$ cat src/rtl/trace_dispatcher.sv
// Trace record FIFO feeding one of three handshaked channels (L1, snoop, control) in order.
// Two edges from accept to channel valid; rec_ready drops when the queue is full, channels hold until ready.
module trace_dispatcher #(
  parameter int ADDR_WIDTH = 32,
  parameter int FIFO_DEPTH = 8,
  parameter int CNT_WIDTH  = 32
) (
  input  logic                          clk,
  input  logic                          reset,
  input  logic                          rec_valid,
  output logic                          rec_ready,
  input  logic [3:0]                    rec_cmd,
  input  logic [ADDR_WIDTH-1:0]         rec_addr,
  output logic                          l1_valid,
  input  logic                          l1_ready,
  output logic [1:0]                    l1_op,
  output logic [ADDR_WIDTH-1:0]         l1_addr,
  output logic                          snp_valid,
  input  logic                          snp_ready,
  output logic [1:0]                    snp_op,
  output logic [ADDR_WIDTH-1:0]         snp_addr,
  output logic                          ctl_valid,
  input  logic                          ctl_ready,
  output logic                          ctl_op,
  output logic                          err_cmd,
  output logic [$clog2(FIFO_DEPTH):0]   fifo_count,
  output logic [CNT_WIDTH-1:0]          cnt_l1,
  output logic [CNT_WIDTH-1:0]          cnt_snp,
  output logic [CNT_WIDTH-1:0]          cnt_ctl,
  output logic [CNT_WIDTH-1:0]          cnt_err
);
  localparam int PW  = $clog2(FIFO_DEPTH);
  localparam int PW1 = PW + 1;
  localparam logic [PW-1:0]        PTR_ONE = PW'(1);
  localparam logic [PW:0]          OCC_ONE = PW1'(1);
  localparam logic [PW:0]          OCC_MAX = PW1'(FIFO_DEPTH);
  localparam logic [CNT_WIDTH-1:0] CNT_ONE = CNT_WIDTH'(1);

  typedef enum logic {IDLE, BUSY} state_t;

  state_t state_q, state_d;
  logic [3:0]            cmd_mem  [FIFO_DEPTH];
  logic [ADDR_WIDTH-1:0] addr_mem [FIFO_DEPTH];
  logic [PW-1:0] wr_ptr_q, wr_ptr_d, rd_ptr_q, rd_ptr_d;
  logic [PW:0]   count_q, count_d;
  logic                  l1_valid_q, l1_valid_d, snp_valid_q, snp_valid_d, ctl_valid_q, ctl_valid_d;
  logic [1:0]            l1_op_q, l1_op_d, snp_op_q, snp_op_d;
  logic                  ctl_op_q, ctl_op_d, err_q, err_d;
  logic [ADDR_WIDTH-1:0] l1_addr_q, l1_addr_d, snp_addr_q, snp_addr_d;
  logic [CNT_WIDTH-1:0]  cnt_l1_q, cnt_l1_d, cnt_snp_q, cnt_snp_d;
  logic [CNT_WIDTH-1:0]  cnt_ctl_q, cnt_ctl_d, cnt_err_q, cnt_err_d;

  logic                  push, pop, hs, clr, head_legal;
  logic [1:0]            head_chan, head_op;
  logic [3:0]            head_cmd;
  logic [ADDR_WIDTH-1:0] head_addr;

  function automatic logic [CNT_WIDTH-1:0] sat_inc(input logic [CNT_WIDTH-1:0] v);
    return (&v) ? v : v + CNT_ONE;
  endfunction

  assign rec_ready = (count_q != OCC_MAX) && !reset;
  assign push      = rec_valid && rec_ready;
  assign hs        = (l1_valid_q && l1_ready) || (snp_valid_q && snp_ready) || (ctl_valid_q && ctl_ready);
  assign clr       = ctl_valid_q && ctl_ready && !ctl_op_q;
  // The head is only consumed when no channel is occupied or the occupant retires this edge.
  assign pop       = (count_q != '0) && ((state_q == IDLE) || hs);

  always_comb begin
    head_cmd   = cmd_mem[rd_ptr_q];
    head_addr  = addr_mem[rd_ptr_q];
    head_legal = 1'b1;
    head_chan  = 2'd0;
    head_op    = 2'd0;
    case (head_cmd)
      4'd0, 4'd1, 4'd2:       head_op = head_cmd[1:0];
      4'd3, 4'd4, 4'd5, 4'd6: begin head_chan = 2'd1; head_op = 2'(head_cmd - 4'd3); end
      4'd8, 4'd9:             begin head_chan = 2'd2; head_op = {1'b0, head_cmd[0]}; end
      default:                head_legal = 1'b0;
    endcase
  end

  always_comb begin
    state_d     = state_q;
    wr_ptr_d    = push ? wr_ptr_q + PTR_ONE : wr_ptr_q;
    rd_ptr_d    = pop ? rd_ptr_q + PTR_ONE : rd_ptr_q;
    count_d     = count_q;
    l1_valid_d  = l1_valid_q;
    l1_op_d     = l1_op_q;
    l1_addr_d   = l1_addr_q;
    snp_valid_d = snp_valid_q;
    snp_op_d    = snp_op_q;
    snp_addr_d  = snp_addr_q;
    ctl_valid_d = ctl_valid_q;
    ctl_op_d    = ctl_op_q;
    err_d       = 1'b0;
    cnt_l1_d    = cnt_l1_q;
    cnt_snp_d   = cnt_snp_q;
    cnt_ctl_d   = cnt_ctl_q;
    cnt_err_d   = cnt_err_q;

    if (push && !pop)      count_d = count_q + OCC_ONE;
    else if (pop && !push) count_d = count_q - OCC_ONE;

    if (l1_valid_q && l1_ready)   cnt_l1_d  = sat_inc(cnt_l1_q);
    if (snp_valid_q && snp_ready) cnt_snp_d = sat_inc(cnt_snp_q);
    if (ctl_valid_q && ctl_ready) cnt_ctl_d = sat_inc(cnt_ctl_q);

    if (hs) begin
      state_d     = IDLE;
      l1_valid_d  = 1'b0;
      l1_op_d     = '0;
      l1_addr_d   = '0;
      snp_valid_d = 1'b0;
      snp_op_d    = '0;
      snp_addr_d  = '0;
      ctl_valid_d = 1'b0;
      ctl_op_d    = 1'b0;
    end

    if (pop) begin
      if (head_legal) begin
        state_d = BUSY;
        case (head_chan)
          2'd0:    begin l1_valid_d  = 1'b1; l1_op_d  = head_op; l1_addr_d  = head_addr; end
          2'd1:    begin snp_valid_d = 1'b1; snp_op_d = head_op; snp_addr_d = head_addr; end
          default: begin ctl_valid_d = 1'b1; ctl_op_d = head_op[0]; end
        endcase
      end else begin
        err_d     = 1'b1;
        cnt_err_d = sat_inc(cnt_err_q);
      end
    end

    // A completed clear wins over every increment on the same edge.
    if (clr) begin
      cnt_l1_d  = '0;
      cnt_snp_d = '0;
      cnt_ctl_d = '0;
      cnt_err_d = '0;
    end
  end

  always_ff @(posedge clk) begin
    if (push) begin
      cmd_mem[wr_ptr_q]  <= rec_cmd;
      addr_mem[wr_ptr_q] <= rec_addr;
    end
  end

  always_ff @(posedge clk or posedge reset) begin
    if (reset) begin
      state_q     <= IDLE;
      wr_ptr_q    <= '0;
      rd_ptr_q    <= '0;
      count_q     <= '0;
      l1_valid_q  <= 1'b0;
      l1_op_q     <= '0;
      l1_addr_q   <= '0;
      snp_valid_q <= 1'b0;
      snp_op_q    <= '0;
      snp_addr_q  <= '0;
      ctl_valid_q <= 1'b0;
      ctl_op_q    <= 1'b0;
      err_q       <= 1'b0;
      cnt_l1_q    <= '0;
      cnt_snp_q   <= '0;
      cnt_ctl_q   <= '0;
      cnt_err_q   <= '0;
    end else begin
      state_q     <= state_d;
      wr_ptr_q    <= wr_ptr_d;
      rd_ptr_q    <= rd_ptr_d;
      count_q     <= count_d;
      l1_valid_q  <= l1_valid_d;
      l1_op_q     <= l1_op_d;
      l1_addr_q   <= l1_addr_d;
      snp_valid_q <= snp_valid_d;
      snp_op_q    <= snp_op_d;
      snp_addr_q  <= snp_addr_d;
      ctl_valid_q <= ctl_valid_d;
      ctl_op_q    <= ctl_op_d;
      err_q       <= err_d;
      cnt_l1_q    <= cnt_l1_d;
      cnt_snp_q   <= cnt_snp_d;
      cnt_ctl_q   <= cnt_ctl_d;
      cnt_err_q   <= cnt_err_d;
    end
  end

  assign l1_valid   = l1_valid_q;
  assign l1_op      = l1_op_q;
  assign l1_addr    = l1_addr_q;
  assign snp_valid  = snp_valid_q;
  assign snp_op     = snp_op_q;
  assign snp_addr   = snp_addr_q;
  assign ctl_valid  = ctl_valid_q;
  assign ctl_op     = ctl_op_q;
  assign err_cmd    = err_q;
  assign fifo_count = count_q;
  assign cnt_l1     = cnt_l1_q;
  assign cnt_snp    = cnt_snp_q;
  assign cnt_ctl    = cnt_ctl_q;
  assign cnt_err    = cnt_err_q;
endmodule

$ cat config.mk
export PLATFORM = sky130hd
export DESIGN_NAME = trace_dispatcher
export DESIGN_NICKNAME = d
export VERILOG_FILES = /design/src/rtl/trace_dispatcher.sv
export SDC_FILE = /design/constraint.sdc
export NUM_CORES = 1
export LEC_CHECK = 0
export CAP_MARGIN = 10
export CORE_ASPECT_RATIO = 0.9
export CORE_MARGIN = 2
export CORE_UTILIZATION = 50
export CTS_BUF_LIST = sky130_fd_sc_hd__clkbuf_4
export DETAILED_ROUTE_END_ITERATION = 7
export GPL_TIMING_DRIVEN = 0
export PLACE_DENSITY = 0.73
export REMOVE_ABC_BUFFERS = 1
export SYNTH_ARGS = -nofsm -noshare
export SYNTH_HDL_FRONTEND = slang
export SYNTH_SLANG_ARGS = --single-unit
$ cat constraint.sdc
create_clock -name clk -period 11.66 [get_ports clk]
set_input_delay 3.498 -clock clk [delete_from_list [all_inputs] [get_ports clk]]
set_output_delay 3.498 -clock clk [all_outputs]
set_load 0.05 [all_outputs]
==> results of run 1 <==
-- power by group --
part	internal [uW]	leakage (uW)	switching, uW
registers	2080	0.00548	229
logic	768	0.00334	1120
clock network	829	0.000996	691
total	3680	0.00982	2040
-- cell type report --
cell class	instances	area, um^2	share of cell area [%]
Tap cell	547	684	2.60
Clock buffer	194	1460	5.54
Inverter	18	75.1	0.285
Antenna cell	4	10.0	0.0380
Clock inverter	34	240	0.913
Timing Repair Buffer	289	3050	11.6
Multi-Input combinational cell	902	6830	26.0
Sequential cell	500	14000	53.1
-- sequential cells by signal (all words and copies together), names as in the netlist, 2 cells and up --
register	count
cmd_mem	32
cnt_l1	32
addr_mem	256
l1_addr	32
l1_op	2
wr_ptr_q	3
fifo_count	4
snp_addr	32
rd_ptr_q	3
cnt_ctl	32
snp_op	2
cnt_err	32
cnt_snp	32
-- routing by layer --
layer	part of all wire (%)	track usage (%)	wire, um	vias to the layer above
li1	-	-	-	6481
met1	45	31.1	21700	7124
met2	47	34.7	22800	418
met3	6.6	6.19	3190	58
met4	1.3	6.67	629	4
met5	0.056	0	27	-
-- worst min path at each step --
stage,from,end,cells after the start
CTS,state_q,state_q,2
global placement,state_q,state_q,2
detailed placement,state_q,state_q,2
global route,state_q,state_q,2
finish,state_q,state_q,2
floorplan,state_q,state_q,2
-- layout by cell type, fill, tap and decap left out, types with 72 or more instances in the layout --
cell type,Yosys,final
sky130_fd_sc_hd__clkbuf_4,0,194
sky130_fd_sc_hd__o21ai_0,77,77
sky130_fd_sc_hd__mux4_2,72,72
sky130_fd_sc_hd__clkdlybuf4s50_1,0,247
sky130_fd_sc_hd__edfxtp_1,288,288
sky130_fd_sc_hd__nand2_1,113,113
sky130_fd_sc_hd__dfrtp_1,212,209
sky130_fd_sc_hd__nand3_1,79,79
sky130_fd_sc_hd__mux2i_1,72,72
sky130_fd_sc_hd__nor2_1,92,85
-- cell families after synthesis --
family                   count (synthesis)
AO/OA/AOI/OAI                          178
XOR/XNOR                                68
adder cells (fa/ha/maj)                 15
buffers and inverters                   89
flip-flops                             500
multiplexers                           149
AND/OR/NAND/NOR                        492
-- critical path: cells and delay by family --
family / cells / cell delay, ns
AOI/OAI and AO/OA: 1 / 0.23
buffers and inverters: 2 / 1.43
-- synthesized netlist by cell type (31+ instances only) --
master,n
sky130_fd_sc_hd__nand2_1,113
sky130_fd_sc_hd__nand4_1,47
sky130_fd_sc_hd__xor2_1,35
sky130_fd_sc_hd__dfrtp_1,212
sky130_fd_sc_hd__edfxtp_1,288
sky130_fd_sc_hd__clkbuf_1,41
sky130_fd_sc_hd__xnor2_1,33
sky130_fd_sc_hd__mux4_2,72
sky130_fd_sc_hd__mux2i_1,72
sky130_fd_sc_hd__nor2_1,92
sky130_fd_sc_hd__a21oi_1,52
sky130_fd_sc_hd__nand3_1,79
sky130_fd_sc_hd__or3_1,31
sky130_fd_sc_hd__o21ai_0,77
-- stage by stage --
step                area, um^2  hold WS (ns)  total power [uW]
finish                   26300         0.472              5720
global route             26300         0.496              6040
CTS                      26300         0.473              5790
detailed placement       24600         0.458              4250
global placement         23900         0.456              4210
floorplan                20800         0.439              3590
==> results.md, run 1 <==
Setup path:
- The master of the slowest instance on the critical path is sky130_fd_sc_hd__clkdlybuf4s50_1.
- Of all nets on the critical path, the largest fanout is 2.
- The endpoint identified for the worst register-to-register timing path is cnt_err[11].
- The end point of the critical path is rec_ready.
- On the worst path, the slowest cell contributes a delay of 0.88 ns.
- The number of cells on the worst reg-to-reg path is 12.
- The signal on the critical path passes through clkdlybuf4s50_1 > a21oi_1 > clkdlybuf4s50_1.
- The critical path in this run is classified as input pin to primary output.
- Among the stages of the critical path, the cell type that occurs most often is sky130_fd_sc_hd__clkdlybuf4s50_1.
- The worst setup slack for register-to-register paths is 6.27 ns.
- The timing startpoint of the critical path is reset.
- The critical register-to-register path startpoint is rd_ptr_q[0].
- The worst setup path is launched from an input pin.
- The category of the worst setup path capture point is a primary output.
- The worst endpoint data arrival time is 5.15 ns.
- STA puts the critical path data required time at 8.16 ns.

Placement:
- At the end of routability-driven placement, the weighted congestion stood at 0.823.
- The number of placed instances with taps included is 2256.
- Once detailed placement completed, the half-perimeter wirelength came to 31700 um.
- During placement, the flow inserted port buffers numbering 247.
- The worst setup timing slack at the placement stage is 2.99 ns.

Logic synthesis:
- The synthesized-area fraction occupied by adder cells is 0.925%.
- Counting flops and latches in the post-synthesis netlist gives 500.
- The main combinational cell family by area after synthesis is simple AND/OR/NAND/NOR gates.
- The share of Yosys cell area claimed by the top area cell type is 41.0%.
- The portion of netlist area occupied by mux cells is 11.4%.
- After Yosys synthesis, and, or, nand and nor cells account for 12.0% of the synthesized area.
- Summing the sequential cell areas from Yosys gives 66.2% of the chip area.
- In the post-synthesis netlist, the biggest area contributors are sky130_fd_sc_hd__edfxtp_1, sky130_fd_sc_hd__dfrtp_1, sky130_fd_sc_hd__mux4_2.
- The netlist uses 61 different library cells.
- The number of enable flip-flop cells after synthesis is 288.
- In the synthesized netlist the dominant register cell turns out to be sky130_fd_sc_hd__edfxtp_1.
- The summed instance area of the synthesized netlist is 0.0211 mm^2.
- The largest area contributor in the synthesized netlist is sky130_fd_sc_hd__edfxtp_1.
- The total of warnings raised by yosys is 0.
- The cell count after synthesis came out at 1491.
- Counting flops with an async set or reset pin after synthesis yields a share of 42.4%.
- The post-synthesis compound-gate area fraction is 4.88%.
- Of the total synthesized cell area, the portion taken by XOR and XNOR cells is 2.82%.
- The synthesized area per cell is 14.1 um^2.

Power and ir drop:
- The total power density per cell area is 217 mW/mm^2.
- The leakage power total is 0.00982 uW.
- The maximum resistive drop on vdd is 0.186 mV.

Layout:
- At the end of the flow, the number of nets in the layout was 1899.
- The filler cells instantiated in the layout total 3191.
- Measured on the finished design, the core utilization comes to 63.1%.
- The post-route netlist has 18.4% of its cells at a drive strength greater than 1.
- Compared with the post-synthesis result, the final layout area differs by 24.7%.
- The finished layout holds 2488 standard cells, fillers aside.

CTS:
- Clock tree synthesis inserted a total of 131 buffers.
- The number of buffers inserted for hold repair after clock tree synthesis is 0.
- In this run the clock root is driven by a sky130_fd_sc_hd__clkbuf_4.
- The H-tree was split into 4 levels.
- The number of gates resized after cts is 0.
- The count of clock tree sinks is 500.
- After clock tree synthesis, the clock-pin slew on the worst setup and hold paths is 0.06 ns.
- The latest clock arrival within the worst-skew pair is 0.83 ns.
- Post-CTS timing repair inserted 0 buffers for setup.
- The CTS tree is yes.
- The longest clock path from root to sink contains 3 buffers.

Routing:
- In the final routed layout, each cell accounts on average for 19.4 um.
- Across all layers, the routed design uses 14100 vias.
- In this run the remaining antenna-violating nets after routing total 0.
- The final routed wirelength across all metal layers is 48400 um.
- In the routed layout, each cell is associated on average with a via count of 5.66.
- The starting DRC count in detailed routing is 1076.
- The first detailed-routing pass ran for 5 iterations.
- The remaining design rule violation count is 0.

GRT:
- After global routing the overflow that remains totals 0.
- Entering global routing, the biggest net connects 111 pins.
- The number of global-route vias before repair came to 13900.
- The wire length of the first global-routing pass is 75300 um.
- The number of antenna violations at the first check in global routing is 5.
- The total global-route track usage is 22.4%.

Timing:
- The final number of setup-violating endpoints is 0.
- The relative slew slack is 27.9%.
- The pin slew with the least headroom to its limit is 1.08 ns.
- Setup repair after global routing left no endpoint under its margin.
- The routed design could run at a clock period as short as 8.65 ns.
- The worst path setup slack after routing is 3.01 ns.
- The count of final hold-check violations is 0.
- The total count of max-transition violations in the final report is 0.
- Adding up every negative setup slack in the final design gives 0 ns.
- For the final database, setup skew stands at 0.0458 ns.
- Static timing analysis puts the maximum clock frequency at 116 MHz.
- Dividing the final minimum period by the clock period gives 74.2%.

Die:
- The width of the chip is 220 um.
- The die is 199 um tall.
- The floorplan step defined a die boundary enclosing 0.0438 mm^2.
- The core region is 0.0417 mm^2.
- Row generation in the floorplan step produced 71 rows.
- For this configuration, the core starts out at a cell density of 50.6%.
- During I/O placement, the number of pins put on the boundary was 248.

Job:
- The number of max-cap violations is 0.

Hold path:
- The worst hold-check path type is register to register.

Run status:
- The run finished with clean final reports.
Power figures use the tool's default switching activity.
==> run 2, diff against run 1 <==
--- a/config.mk
+++ b/config.mk
@@ -12,7 +12,7 @@
 export CTS_BUF_LIST = sky130_fd_sc_hd__clkbuf_4
 export DETAILED_ROUTE_END_ITERATION = 7
 export GPL_TIMING_DRIVEN = 0
-export PLACE_DENSITY = 0.73
+export PLACE_DENSITY = 0.75
 export REMOVE_ABC_BUFFERS = 1
 export SYNTH_ARGS = -nofsm -noshare
 export SYNTH_HDL_FRONTEND = slang
==> constraint.sdc (replaced) <==
create_clock -name clk -period 7.65 [get_ports clk]
set_input_delay 2.295 -clock clk [delete_from_list [all_inputs] [get_ports clk]]
set_output_delay 2.295 -clock clk [all_outputs]
set_load 0.05 [all_outputs]
==> run 2 against run 1 <==
Combinational power grew 53%. Final area shrank 0.57%. Register-to-register slack lost 3.8 ns. Clock skew grew 0.00093 ns. Clock power grew 43%. Die area is the same. Wire length shrank 0.87%. Sequential power grew 52%. Critical path type unchanged. Critical endpoint unchanged. Largest power group unchanged.
==> results.md, run 2 (synthesis gave the netlist of run 1 again) <==
Run status:
- The flow ran to the end, and the final reports show no timing, DRC or antenna violations.

Layout:
- The non-filler instance count after layout is 2486.
- The leading cell type in the layout, fill and taps excluded is sky130_fd_sc_hd__edfxtp_1.
- In the final design database the tool counted 1886 nets.
- In the final layout, the share of cells above drive strength 1 is 17.5%.
- The register with the most flip-flops in the layout has 256 of them.
- In the layout the commonest cells are sky130_fd_sc_hd__edfxtp_1, sky130_fd_sc_hd__clkdlybuf4s50_1, sky130_fd_sc_hd__dfrtp_1.
- The register with the most flip-flops in the final layout is addr_mem.
- The fill cell total of the finished layout is 3174.
- Once layout is complete, the utilization of the core stands at 62.8%.
- Compared with the post-synthesis result, the final layout area differs by 24.0%.

Routing:
- The final routed wirelength across all metal layers is 48000 um.
- After detailed routing, the number of vias per cell comes to 5.66.
- Across all layers, the routed design uses 14100 vias.
- The first detailed-routing pass ran for 5 iterations.
- For this run, design rule violations remaining after detail routing come to 0.
- The starting DRC count in detailed routing is 1169.
- The remaining antenna violation count after routing is 0.
- Dividing the detail-routed wire length by the instance count gives 19.3 um.

GRT:
- The number of antenna violations at the first check in global routing is 5.
- Global routing used 22.3% of the available tracks.
- The number of global-route vias before repair is 13900.
- The aggregate global routing overflow is 0.
- The maximum number of pins on one net before global-route repair is 126.
- The first global-routing pass estimated 75500 um of wire.

Placement:
- Routability-driven placement finished with a final weighted congestion of 0.874.
- The number of placed instances with taps included is 2252.
- The number of input and output port buffers inserted is 247.
- The final HPWL from detailed placement is 31500 um.

Setup path:
- In this design, the stage delay of the slowest critical-path cell is 0.84 ns.
- STA classifies the critical path endpoint as a primary output.
- The largest fanout of any net on the critical path is 2.
- The buffer and inverter count on the worst path is 2.
- The worst endpoint data arrival time is 3.86 ns.
- On the critical path, the stage with the largest delay is an instance of sky130_fd_sc_hd__clkdlybuf4s50_1.
- Among cell families on the critical path, the largest total delay comes from buffers and inverters.
- Among the stages of the critical path, the cell type that occurs most often is sky130_fd_sc_hd__clkdlybuf4s50_1.
- STA classifies the critical path startpoint as an input pin.
- The data required time at the worst endpoint is 5.36 ns.
- The type of the worst setup path is input pin to primary output.
- Walking the worst path, the cells encountered are clkdlybuf4s50_1 > a21oi_1 > clkdlybuf4s50_1.

Timing:
- Setup total negative slack on the finished layout was measured at 0 ns.
- The count of final hold-check violations is 0.
- The post-route clock period utilization is 80.5%.
- The total count of max-transition violations in the final report is 0.
- Headroom to the max-slew limit came out at 24.4%.
- Final hold analysis gives a worst-case slack of 0.495 ns.
- The final number of setup-violating endpoints is 0.
- The final setup skew is 0.0468 ns.
- Setup repair after global routing left no endpoint under its margin.
- The shortest period the worst path allows is 6.16 ns.
- Static timing analysis puts the maximum clock frequency at 162 MHz.
- For the pin with the worst max-slew slack, the measured transition is 1.13 ns.

Die:
- The total area inside the core boundary comes to 0.0417 mm^2.
- The width of the chip is 220 um.
- The floorplan step set the die height to 199 um.
- The placement row count is 71.
- The initial core utilization is 50.6%.
- The floorplan step defined a die boundary enclosing 0.0438 mm^2.
- The number of top-level pins is 248.

Power and ir drop:
- In this run the static leakage power is 0.00975 uW.
- Summing internal, switching and leakage power gives 8580 uW.
- For this design the ratio of total power to cell area is 328 mW/mm^2.
- Across the VDD grid, the largest voltage drop is 0.302 mV.

Job:
- The number of max-cap violations is 0.

CTS:
- The root buffer cell is sky130_fd_sc_hd__clkbuf_4.
- The TritonCTS buffer count is 121.
- The clock-pin slew reported for the worst setup and hold paths after clock tree synthesis is 0.05 ns.
- The count of clock tree sinks is 500.
- The CTS H-tree depth is 3.
- In this run, post-CTS hold repair placed 0 buffers.
- Clock latency on the worst-skew pair, taken at its later pin, is 0.87 ns.
- The post-CTS setup-driven buffer insertion count is 0.
- The longest clock path from root to sink contains 3 buffers.
- TritonCTS built the clock tree.
- Once the clock tree was built, the resizer swapped 0 gates to a different size.

Hold path:
- The min-delay analysis places its worst path in the category register to register.
-- run 2: cell types whose count changed in the layout (fill, tap and decap cells not counted), sizes merged --
cell,before,now
bufinv,3,1
inv,20,23
buf,42,38
clkinvlp,5,0
clkbuf,194,182
clkinv,24,40
diode,4,6
-- run 2: report_power, final --
part,total [uW],internal (uW),switching (uW)
Sequential,3500,3170,331
Combinational,2900,1180,1730
Clock,2180,1120,1060
Total,8580,5470,3110
-- run 2: path summary, 6_finish.rpt --
path | start | slack (ns) | to | depth (start not counted)
setup / recovery | reset | 1.49 | rec_ready | 3
min in group asynchronous | reset | 2.00 | cnt_err[11] | 2
hold reg to reg | l1_addr[27] | 0.50 | l1_addr[27] | 2
max in group asynchronous | reset | 4.56 | l1_addr[0] | 3
setup reg to reg | rd_ptr_q[0] | 2.46 | cnt_err[11] | 12
hold / removal | l1_addr[27] | 0.50 | l1_addr[27] | 2
-- run 2: final cells by class --
type | count | area, um^2 | share of cell area, %
clock inverter | 46 | 228 | 0.870
clock buffer | 181 | 1360 | 5.19
sequential | 500 | 14000 | 53.4
timing repair buffer | 286 | 3000 | 11.5
antenna | 6 | 15.0 | 0.0574
tap | 547 | 684 | 2.62
inverter | 18 | 75.1 | 0.287
multi-input combinational | 902 | 6830 | 26.1
-- run 2: worst min-delay path: cells and delay by family (launching register included) --
family	cells	cell delay, ns
compound gates	1	0.06
simple gates	1	0.06
flops	1	0.33
-- run 2: metal layers --
metal	track usage, %	wire, um	vias up	share of wire [%]
li1	-	-	6484	-
met1	30.8	20900	7107	44
met2	34.6	22900	415	48
met3	5.86	3270	69	6.8
met4	7.04	843	4	1.8
met5	0	27	-	0.056
-- run 2: through the flow --
stage	area (um^2)	worst slack (ns)
after detailed placement	24500	1.51
final	26200	1.49
after floorplan	20800	-1.74
after global routing	26200	1.46
after global placement	23900	-7.64
after CTS	26100	1.49
